===== config.mk =====
export PLATFORM = sky130hd
export DESIGN_NAME = mc_ctrl_fsm
export DESIGN_NICKNAME = d
export VERILOG_FILES = /design/src/rtl/mc_ctrl_fsm.sv
export SDC_FILE = /design/constraint.sdc
export NUM_CORES = 1
export LEC_CHECK = 0
export BUFFER_PORTS_ARGS = -buffer_cell sky130_fd_sc_hd__buf_2
export CELL_PAD_IN_SITES_DETAIL_PLACEMENT = 1
export CELL_PAD_IN_SITES_GLOBAL_PLACEMENT = 2
export CORE_MARGIN = 3
export CORE_UTILIZATION = 28
export DETAILED_ROUTE_END_ITERATION = 16
export GPL_TIMING_DRIVEN = 0
export PLACE_DENSITY_LB_ADDON = 0.1
export RECOVER_POWER = 50
export SLEW_MARGIN = 20
export SYNTH_ARGS = -nofsm -noshare
export SYNTH_HDL_FRONTEND = slang
export SYNTH_SLANG_ARGS = --single-unit

===== constraint.sdc =====
create_clock -name clk -period 5.3 [get_ports clk]
set_clock_uncertainty 0.2 [all_clocks]
set_input_delay 0.265 -clock clk [delete_from_list [all_inputs] [get_ports clk]]
set_output_delay 0.265 -clock clk [all_outputs]
set_load 0.01 [all_outputs]

===== src/rtl/mc_ctrl_fsm.sv =====
// Multi-cycle MIPS-subset control unit.
// Sequences IF/ID/EX/MEM/WB over a time-shared datapath.
module mc_ctrl_fsm #(
    parameter logic [5:0] HALT_OP  = 6'b111111,
    parameter bit         OVF_TRAP = 1'b1
) (
    input  logic       clk,
    input  logic       reset,
    input  logic [5:0] OpCode,
    input  logic [5:0] func,
    input  logic       zero,
    input  logic       overflow,
    output logic       PCWrite,
    output logic [1:0] PCSrc,
    output logic       IorD,
    output logic       IRWrite,
    output logic       MemRead,
    output logic       MemWrite,
    output logic       RegWrite,
    output logic       RegDst,
    output logic       MemtoReg,
    output logic       ALUSrc,
    output logic [1:0] ALUop,
    output logic       ovf_exc,
    output logic       halted,
    output logic [2:0] state
);

    localparam logic [5:0] OP_R    = 6'b000000;
    localparam logic [5:0] OP_LW   = 6'b100011;
    localparam logic [5:0] OP_SW   = 6'b101011;
    localparam logic [5:0] OP_BEQ  = 6'b000100;
    localparam logic [5:0] OP_BNE  = 6'b000101;
    localparam logic [5:0] OP_ADDI = 6'b001000;
    localparam logic [5:0] OP_ORI  = 6'b001101;
    localparam logic [5:0] OP_J    = 6'b000010;
    localparam logic [5:0] F_ADD   = 6'b100000;
    localparam logic [5:0] F_SUB   = 6'b100010;

    typedef enum logic [2:0] {
        S_IF   = 3'd0,
        S_ID   = 3'd1,
        S_EX   = 3'd2,
        S_MEM  = 3'd3,
        S_WB   = 3'd4,
        S_HALT = 3'd5
    } state_t;

    state_t     state_q;
    state_t     state_d;
    logic [5:0] op_q;
    logic [5:0] func_q;
    logic       ovf_q;

    logic q_r, q_lw, q_sw, q_beq, q_bne, q_addi, q_ori, q_j;
    logic in_halt, in_sup, ovf_chk, trap_wb;

    assign q_r    = (op_q == OP_R);
    assign q_lw   = (op_q == OP_LW);
    assign q_sw   = (op_q == OP_SW);
    assign q_beq  = (op_q == OP_BEQ);
    assign q_bne  = (op_q == OP_BNE);
    assign q_addi = (op_q == OP_ADDI);
    assign q_ori  = (op_q == OP_ORI);
    assign q_j    = (op_q == OP_J);

    assign in_halt = (OpCode == HALT_OP);
    assign in_sup  = OpCode inside {OP_R, OP_LW, OP_SW, OP_BEQ,
                                    OP_BNE, OP_ADDI, OP_ORI, OP_J};

    // Only signed add forms can raise a trappable overflow.
    assign ovf_chk = q_addi
                   | (q_r & ((func_q == F_ADD) | (func_q == F_SUB)));
    assign trap_wb = OVF_TRAP && ovf_q;

    always_ff @(posedge clk) begin
        if (!reset) begin
            state_q <= S_IF;
            op_q    <= '0;
            func_q  <= '0;
            ovf_q   <= 1'b0;
        end else begin
            state_q <= state_d;
            if (state_q == S_ID && state_d == S_EX) begin
                op_q   <= OpCode;
                func_q <= func;
            end
            if (state_q == S_EX) begin
                ovf_q <= ovf_chk & overflow;
            end
        end
    end

    always_comb begin
        state_d = S_IF;
        case (state_q)
            S_IF:   state_d = S_ID;
            S_ID: begin
                if (in_halt)     state_d = S_HALT;
                else if (in_sup) state_d = S_EX;
                else             state_d = S_IF;
            end
            S_EX: begin
                if (q_lw | q_sw)                state_d = S_MEM;
                else if (q_r | q_addi | q_ori)  state_d = S_WB;
                else                            state_d = S_IF;
            end
            S_MEM:  state_d = q_lw ? S_WB : S_IF;
            S_WB:   state_d = S_IF;
            S_HALT: state_d = S_HALT;
            default: state_d = S_IF;
        endcase
    end

    always_comb begin
        PCWrite  = 1'b0;
        PCSrc    = 2'b00;
        IorD     = 1'b0;
        IRWrite  = 1'b0;
        MemRead  = 1'b0;
        MemWrite = 1'b0;
        RegWrite = 1'b0;
        RegDst   = 1'b0;
        MemtoReg = 1'b0;
        ALUSrc   = 1'b0;
        ALUop    = 2'b00;
        ovf_exc  = 1'b0;
        halted   = 1'b0;

        // ALU controls stay put through MEM/WB so the result is stable.
        if (state_q == S_EX || state_q == S_MEM || state_q == S_WB) begin
            unique case (1'b1)
                q_r:           ALUop = 2'b10;
                q_lw | q_sw:   ALUop = 2'b00;
                q_beq | q_bne: ALUop = 2'b01;
                q_addi | q_ori: ALUop = 2'b11;
                default:       ALUop = 2'b00;
            endcase
            ALUSrc = q_lw | q_sw | q_addi | q_ori;
        end

        case (state_q)
            S_IF: begin
                MemRead = 1'b1;
                IRWrite = 1'b1;
                PCWrite = 1'b1;
            end
            S_EX: begin
                if (q_beq | q_bne) begin
                    PCSrc   = 2'b01;
                    PCWrite = q_beq ? zero : ~zero;
                end else if (q_j) begin
                    PCSrc   = 2'b10;
                    PCWrite = 1'b1;
                end
            end
            S_MEM: begin
                IorD     = 1'b1;
                MemRead  = q_lw;
                MemWrite = q_sw;
            end
            S_WB: begin
                RegDst   = q_r;
                MemtoReg = q_lw;
                RegWrite = ~trap_wb;
                ovf_exc  = trap_wb;
            end
            S_HALT: halted = 1'b1;
            default: ;
        endcase

        if (!reset) begin
            PCWrite  = 1'b0;
            PCSrc    = 2'b00;
            IorD     = 1'b0;
            IRWrite  = 1'b0;
            MemRead  = 1'b0;
            MemWrite = 1'b0;
            RegWrite = 1'b0;
            RegDst   = 1'b0;
            MemtoReg = 1'b0;
            ALUSrc   = 1'b0;
            ALUop    = 2'b00;
            ovf_exc  = 1'b0;
            halted   = 1'b0;
        end
    end

    assign state = reset ? state_q : 3'd0;

endmodule


After elaboration in Yosys (flattened, before gate mapping)
Cells that the tools add are included.
- register bits after elaboration: 16
- logic and storage cells: 86
- reduce and logical (&&, ||, !) cells: 7
- multiplexer cells: 39
- eq/ne operators: 23
- bitwise logic cells: 13
- operators with widths (kind ; count):
    equality test 6 bit (second input constant) ; 7
    equality test 6 x 3 -> 1 bit (second input constant) ; 4
    equality test 6 x 4 -> 1 bit (second input constant) ; 4
    two-way mux 1 bit ; 23
    two-way mux 3 bit ; 5
    case mux 3 bit (5 select lines) ; 1
    two-way mux 2 bit ; 7
    equality test 6 x 2 -> 1 bit (second input constant) ; 2
    zero test 6 bit ; 2
    equality test 3 x 2 -> 1 bit (second input constant) ; 3
    bitwise OR 1 bit ; 9
    nonzero test 8 bit ; 1
    equality test 3 bit (second input constant) ; 2
    case mux 2 bit (3 select lines) ; 1
    case mux 1 bit (2 select lines) ; 2
    equality test 3 x 1 -> 1 bit (second input constant) ; 1
    zero test 3 bit ; 1
    AND 1 bit ; 2
    logical OR 1 bit ; 2
    inverter 1 bit ; 2
    logical AND 1 bit ; 1

Depth between registers and ports, before layout
Gate-level depths: netlist (run 1).
- depth after elaboration: 8
- gate-level depth with buffers: 5

Worst setup path after synthesis (run 1)
OpenSTA, ideal clock, no wires.
- path type: reg2out
- from: register state_q[1]
- to: output port PCWrite
- stages on the path, launching flop included: 5
- required time: 4.835 ns
- setup slack: 3.450 ns
- arrival time: 1.385 ns
- cells stage by stage: dfxtp_1 -> or3b_1 -> nor3b_1 -> nand2_1 -> o21ai_0
- word-level cells in the longest chain between the ends: 3
- ends and longest elaborated chain (element ; line ; RTL):
    from (decl) ; 49 ; state_t state_q;
    from (signal assigned) ; 83 ; state_q <= state_d;
    equality test 3 x 2 -> 1 bit or zero test 3 bit (tied branches) ; 142 ; case (state_q)
    case mux 1 bit (2 select lines) (*) ; 142 ;
    two-way mux 1 bit (*) ; 172 ; if (!reset) begin
    to (decl) ; 13 ; output logic PCWrite,
Every way passes the cells marked *; elsewhere a longest branch is shown, timed or not.

Worst setup path in the final report (run 1)
- from: register op_q[2]
- to: output port MemRead
- word-level cells in the longest chain between the ends: 3
- ends and longest elaborated chain (element ; line ; RTL):
    from (decl) ; 51 ; logic [5:0] op_q;
    from (signal assigned) ; 85 ; op_q <= OpCode;
    equality test 6 bit ; 59 ; assign q_lw = (op_q == OP_LW);
    case mux 1 bit (2 select lines) ; 142 ;
    two-way mux 1 bit ; 172 ;
    to (decl) ; 17 ; output logic MemRead,
Every way passes these cells.

==> results of run 1 <==
-- placed cells by master, fill, tap and decap left out, types with 2 or more instances in the layout --
master / Yosys / routed
buf_2: 0 / 29
nand2_1: 28 / 28
dfxtp_1: 15 / 15
nor2_1: 14 / 14
clkbuf_1: 5 / 9
mux2i_1: 9 / 9
nor3_1: 6 / 6
nand3_1: 6 / 6
and3_1: 5 / 5
nand2b_1: 5 / 5
inv_1: 4 / 4
a21oi_1: 3 / 4
or3_1: 3 / 3
o21ai_0: 3 / 3
clkbuf_4: 0 / 3
nor3b_1: 2 / 2
nor2b_1: 2 / 2
and2_1: 3 / 2
o211ai_1: 2 / 2
xnor2_1: 2 / 2
nand3b_1: 2 / 2
a211o_1: 2 / 2
-- registers in the layout, summed over array words and instances, names as in the netlist --
register and cells:
state_q 3, func_q 5, op_q 6, ovf_q 1
-- metrics by stage --
| step | setup WS [ns] | area [sq um] | instances | power (uW) |
|---|---|---|---|---|
| finish | 2.82 | 1230 | 219 | 226 |
| global route | 2.63 | 1230 | 219 | 242 |
| CTS | 2.78 | 1250 | 219 | 232 |
| detailed placement | 3.07 | 1210 | 214 | 163 |
| global placement | 3.13 | 1210 | 214 | 161 |
| floorplan | 3.45 | 995 | 136 | 145 |
-- layout make-up --
| type | count | area (sq um) |
|---|---|---|
| tap | 46 | 57.6 |
| inverter | 4 | 15.0 |
| sequential | 15 | 300 |
| multi-input combinational | 110 | 642 |
| fill | 455 | 2150 |
| timing repair buffer | 33 | 166 |
| clock buffer | 3 | 22.5 |
| buffer | 7 | 26.3 |
| clock inverter | 1 | 5.00 |
-- worst register-to-register path: stages (launching register included) --
cell      delay [ns]
dfxtp_1         0.38
nand2b_1        0.22
or3_1           0.38
a21oi_1         0.23
clkbuf_1        0.50
mux2i_1         0.26
-- kinds of logic after synthesis --
kind of cell | Yosys count
buffers and inverters | 11
xor gates and xnor gates | 2
DFF | 15
muxes | 9
AOI/OAI and AO/OA | 18
and+or+nand+nor | 81
-- final timing paths --
path         startpoint   endpoint  slack, ns  cells after the start
max             op_q[2]    MemRead       2.82                      6
min             func[5]  func_q[5]       0.01                      3
max reg2reg  state_q[1]  func_q[2]       3.07                      5
min reg2reg   func_q[3]  func_q[3]       0.26                      2
-- power groups by stage --
stage	clock network (uW)	registers (uW)	logic, uW
after CTS	71.3	118	42.8
after global placement	0	121	40.4
after detailed placement	0	121	42.1
after floorplan	0	120	25.0
after global routing	76.8	119	46.8
final	66.7	118	41.1
-- metal layers --
metal / track usage (%) / up-vias
met5: 0 / -
met4: 2.33 / 0
met3: 3.76 / 4
met2: 27.8 / 21
met1: 17.8 / 489
li1: - / 542
-- timing repair --
item,in CTS,in global routing
hold buffers,1,0
endpoints found under the hold margin,1,0
setup buffers,0,0
==> results.md, run 1 <==
Power and ir drop:
- The worst-case IR drop observed on VDD is ~0.094 mV.
- The combinational share of power is a little under a fifth.
- The internal power summed over all cells is 161 uW.
- The total leakage power is 0.000512 uW.
- The power per standard cell area is 183 mW/mm^2.
- The clock share of power is ~30%.
- The portion of total power attributed to sequential cells is a little over half.
- In this run switching power makes up around 29% of total power.
- For this design the total switching power over the nets is 65.1 uW.

Floorplan:
- The boundary pin count is 34.
- The floorplan step set the die width to 65.6 um.
- The standard-cell row count is 21.
- The initial utilization of the core area, before any placement, comes to 29.3%.
- The die outline area is 0.00430 sq mm.
- The floorplan step defined a core boundary enclosing 0.00339 sq mm.
- The height of the chip is ~66 um.

Worst setup path:
- The startpoint class of the critical path is a flip-flop.
- The cell that appears most often on the critical path is nand2b_1.
- The buffers plus inverters on the worst setup path is 2.
- The critical setup path kind is flip-flop to output pin.
- The worst setup path is captured at an output pin.
- The critical path's top delay family is simple AND/OR/NAND/NOR gates.
- Walking the worst path, the cells encountered are clkbuf_1 -> nand2b_1 -> nor3_1 -> nand2b_1 -> o21ai_0 -> buf_2.
- The required time at the endpoint of the critical path is 4.84 ns.
- The delay of the slowest critical-path stage is 0.45 ns.
- For this design, the slowest cell found on the critical path is nor3_1.
- The peak fanout along the critical path is 10.
- Data arrives at the worst endpoint at about 2.0 ns.

Route:
- In the final routed layout, each cell accounts on average for 13.5 um.
- The total DRC errors in the routed layout is 0.
- Using the TritonRoute via totals, the vias-per-cell ratio works out to between 4 and 5.
- Summing over every cut layer, the via total after detailed routing is 1056.
- The number of design-rule violations left by the first detailed-router iteration is 38.
- The first-pass detailed-route iteration total is 4.
- The routed length on met1 is ~1300 um.
- The detail route stage leaves a number of antenna-violating nets equal to 0.
- The post-detailed-routing wire length is 2950 um.
- Routed signal wires occupy layers up through met4.
- The wire length on met2 is around 1500 um.
- Detailed routing placed a total of 120 um of wire on met3.

Min path:
- The worst hold path belongs to the class input pin to flip-flop.

Place:
- The HPWL after detailed placement is 2410 um.
- The number of buffers added on ports is 32.
- The congestion estimate from routability-driven global placement came to 0.758.

Global route:
- The via count of the first global-routing pass is 1091.
- Global routing consumed, over all layers together, 15.1% of the routing resources.
- The initial antenna violation count is 0.
- The first global-routing pass estimated 5060 um of wire.
- The total overflow left after global routing is 0.
- Entering global routing, the biggest net connects 11 pins.

Timing:
- The slew at the pin closest to its max-slew limit is 0.599 ns.
- After layout, the worst path uses 46.8% of the clock period.
- The remaining max-slew budget at the tightest pin is 60.1%.
- Final hold analysis gives a worst-case slack of 0.0143 ns.
- The final hold violation count is 0.
- Setup repair after global routing left no endpoint under its margin.
- The worst path needs about 2.5 ns of the cycle, external delays included.
- The final count of negative-setup-slack endpoints is 0.
- The final number of max-transition violations is 0.
- The total negative slack for setup checks is 0 ns.
- The highest attainable clock frequency is 403 MHz.

CTS:
- The TritonCTS buffer count is 3.
- The clock transition at the registers of the reported paths is 0.10 ns.
- Once the clock tree was built, the resizer swapped 0 gates to a different size.
- The clock latency at the later pin of the worst-skew pair is 0.29 ns.
- In this run the number of H-tree levels came out at 1.
- The CTS tree is yes.
- The maximum buffer depth of the clock tree is 2.
- The master cell of the clock root buffer is clkbuf_4.
- CTS saw 15 sinks.

Synthesis:
- Yosys mapped the design onto 35 distinct sky130hd cell types.
- The largest family of logic cells by synthesized area is simple AND/OR/NAND/NOR gates.
- The fraction of the mapped netlist area in compound gates is between 10% and 20%.
- By area the synthesized netlist is led by dfxtp_1 30%, nand2_1 11%, mux2i_1 9.1%.
- The number of nets handed over by synthesis was between 150 and 200.
- The share of async-settable or async-resettable flops after synthesis is 0%.
- Ranked by instance count, the synthesized netlist is headed by 28 x nand2_1, 15 x dfxtp_1, 14 x nor2_1.
- For this run, the number of Yosys warnings is 0.
- After synthesis, the largest area contributor takes up 30.2% of total cell area.
- After synthesis the cells add up to 995 sq um.
- The simple-gate share of the synthesized area is 41.3%.
- The adder-cell area share of the yosys netlist is 0%.
- The number of storage elements in the synthesis netlist is 15.
- Counting every instance in the synthesized netlist gives 136.
- The synthesized design contains 0 enable-type register cells.
- The XOR/XNOR share of the synthesized area is around 1.8%.
- After synthesis, the share of cell area in mux cells is 9.06%.
- Of the synthesized area, sequential elements account for 30.2%.
- In the post-synthesis netlist, the cell with the most instances is nand2_1.
- The flip-flop cell with the highest count after synthesis is dfxtp_1.
- The biggest area consumer among synthesized cells is dfxtp_1.
- The average instance in the mapped netlist occupies 7.31 sq um.

Layout:
- From synthesis to final layout, the design area changed by 24.2%.
- For this run, the post-layout net count is 190.
- The final standard cell utilization of the core is 36.4%.
- The number of diodes is 0.
- The fraction of final layout cells with drive strength greater than 1 is 20.8%.

Outcome:
- The flow ran to the end, and the final reports show no timing, DRC or antenna violations.

Job:
- The max-capacitance violation count is 0.
(Power assumes the default switching activity.)
==> inputs of run 2 (changes only) <==
- CORE_UTILIZATION: 28 -> 26
- clock period: 5.3 -> 2.57 ns (I/O delays scaled with it)
==> results.md, run 2 (synthesis results as in run 1) <==
CTS:
- The TritonCTS buffer count is 3.
- The maximum buffer depth of the clock tree is 2.
- The CTS tree is yes.
- Clock-pin slew was measured on the worst setup and hold paths at 0.06 ns.
- The clock net sink count is 15.
- The master cell of the clock root buffer is clkbuf_8.
- The number of buffers inserted by hold repair at cts is 10.
- The post-CTS setup repair buffer count is 0.
- CTS built an H-tree with a depth of 1.
- The clock reaches the later pin of the worst-skew pair after 0.25 ns.
- Once the clock tree was built, the resizer swapped 0 gates to a different size.

Route:
- In the final routed layout, each cell accounts on average for around 14 um.
- The post-detailed-routing wire length is 3180 um.
- The first detailed-routing pass ran for 4 iterations.
- The number of design-rule violations left by the first detailed-router iteration is 46.
- The count of antenna-violating nets left after detailed routing is 0.
- The final route contains 1102 vias.
- The via-per-instance ratio is 4.83.
- The total DRC errors in the routed layout is 0.

Timing:
- The worst pin sits at a relative slew slack of 63.9%.
- The final hold violation count was 0.
- The ratio of final minimum period to clock period is 87.9%.
- Setup violations remaining at the end of the flow were counted as 0.
- The clock period minus worst slack is 2.26 ns.
- Setup repair after global routing left no endpoint under its margin.
- The final number of max-transition violations is 0.
- The highest attainable clock frequency is approximately 440 MHz.
- Summed over all failing endpoints, the final setup total negative slack is 0 ns.
- The slew at the pin closest to its max-slew limit is between 0.5 and 0.6 ns.

Power and ir drop:
- Summed over all cells, the static leakage comes to 0.000535 uW.
- The combinational share of power is 18.0%.
- Sequential cells burn 46.1% of the power.
- Of the total power, the clock network draws 35.9%.
- The net switching component of the power is roughly 140 uW.
- VDD sags by at most 0.167 mV.
- The switching power as a share of total power is roughly a quarter.
- The power per standard cell area is 395 mW/mm^2.
- The internal power of the cells totals 390 uW.

Layout:
- In the layout the commonest cells are 28 x nand2_1, 23 x buf_2, 15 x dfxtp_1.
- At the end of the flow the core is filled with cells to 38.3%.
- Counting flops per register, the top entry is op_q.
- In the final layout, the multi-input gates occupy 638 sq um.
- The number of diodes is 0.
- In the final layout, the registers with the most flip-flops are op_q (6), func_q (5), state_q (3).
- The combined flip-flop and latch cell area is approximately 300 sq um.
- Leaving out fill and tap cells, the most frequent cell in the layout is nand2_1.
- From synthesis to final layout, the design area changed by 34.7%.
- The register with the most flip-flops in the layout has 6 of them.
- The fill cell instance count of the final layout is 460.
- In the final layout, the share of cells above drive strength 1 is 16.5%.
- At the end of the flow, the number of nets in the layout was 199.

Worst setup path:
- STA classifies the critical path endpoint as a flip-flop.
- STA classifies the critical path startpoint as an input pin.
- The critical path is of the input pin to flip-flop type.
- The peak fanout along the critical path is 9.
- At the worst endpoint, the required time is 2.55 ns.
- The startpoint of the worst register-to-register path is op_q[1].
- The first element of the critical path is OpCode[3].
- The data arrival at the endpoint of the critical path is 2.23 ns.

Global route:
- The global route total overflow is 0.
- The global-route wire length before repair is approximately 5400 um.
- Entering global routing, the biggest net connects 11 pins.
- The initial antenna violation count is 0.
- The via count of the first global-routing pass is 1142.
- The aggregate global-route resource usage is 15.6%.

Floorplan:
- The die covers 0.00460 sq mm.
- The standard-cell row count is 21.
- During I/O placement, the number of pins put on the boundary was 34.
- The die is between 60 and 70 um wide.
- The height of the chip is 67.9 um.
- The area of the placeable core is ~0.0035 sq mm.
- The effective utilization at floorplan is 28.5%.

Job:
- The max-capacitance violation count is 0.

Min path:
- The startpoint identified for the worst hold timing path is reset.
- The path class of the tightest hold or removal check is input pin to flip-flop.

Place:
- The total half-perimeter wirelength after legalization and detailed placement is 2470 um.
- Port buffering added 32 buffers.
- The final estimated routing congestion in global placement is ~0.76.

Outcome:
- The flow ran to the end, and the final reports show no timing, DRC or antenna violations.
[run 2: cell types whose count changed in the layout (fill, tap and decap cells not counted), sizes merged]
cell         previous run  this run
clkbuf                 12        17
buf                    30        25
dlygate4sd3             1        10
[run 2: power by group through the flow]
stage	clock [uW]	sequential, uW	combinational, uW
2_1_floorplan	0	247	51.5
3_3_place_gp	0	249	84.1
3_5_place_dp	0	249	86.4
4_1_cts	198	244	98.3
5_1_grt	210	245	108
6_report	190	244	95.2
[run 2: worst max-delay path, stage by stage]
cell and delay (ns):
dlygate4sd3_1 0.53, clkbuf_1 0.14, or4_1 0.57, o21a_2 0.16, a21oi_1 0.28, buf_6 0.21
mux2i_1 0.21
[run 2: layer usage]
metal  track usage (%)  vias up  routed length, um
met4              5.21        0                 37
li1                  -      562                  -
met2              27.8       20               1520
met3              2.13        5                111
met5                 0        -                  0
met1              19.3      515               1510
[run 2: area by class of cell]
| class | instances | area share (%) |
|---|---|---|
| clock buffers | 3 | 3.08 |
| repair buffers | 42 | 18.6 |
| well taps | 46 | 4.30 |
| plain buffers | 7 | 2.52 |
| multi-input cells | 110 | 47.6 |
| clock inverters | 1 | 0.373 |
| flip-flops and latches | 15 | 22.4 |
| inverters | 4 | 1.12 |
[run 2: through the flow]
step           power [uW]  instance area [sq um]  worst slack (ns)  cells  hold WS, ns
5_1_grt               563                   1340             0.181    228       0.0583
6_report              530                   1340             0.312    228       0.0186
3_3_place_gp          333                   1210             0.601    214        0.174
2_1_floorplan         299                    995             0.856    136       0.0706
3_5_place_dp          336                   1210             0.586    214        0.191
4_1_cts               541                   1360             0.311    228       0.0203
[run 2: path summary, 6_finish.rpt]
path / endpoint / slack (ns) / cells after the start
max: func_q[4] / 0.31 / 7
min: state_q[1] / 0.02 / 3
max reg2reg: ovf_q / 0.62 / 4
min reg2reg: func_q[0] / 0.27 / 2
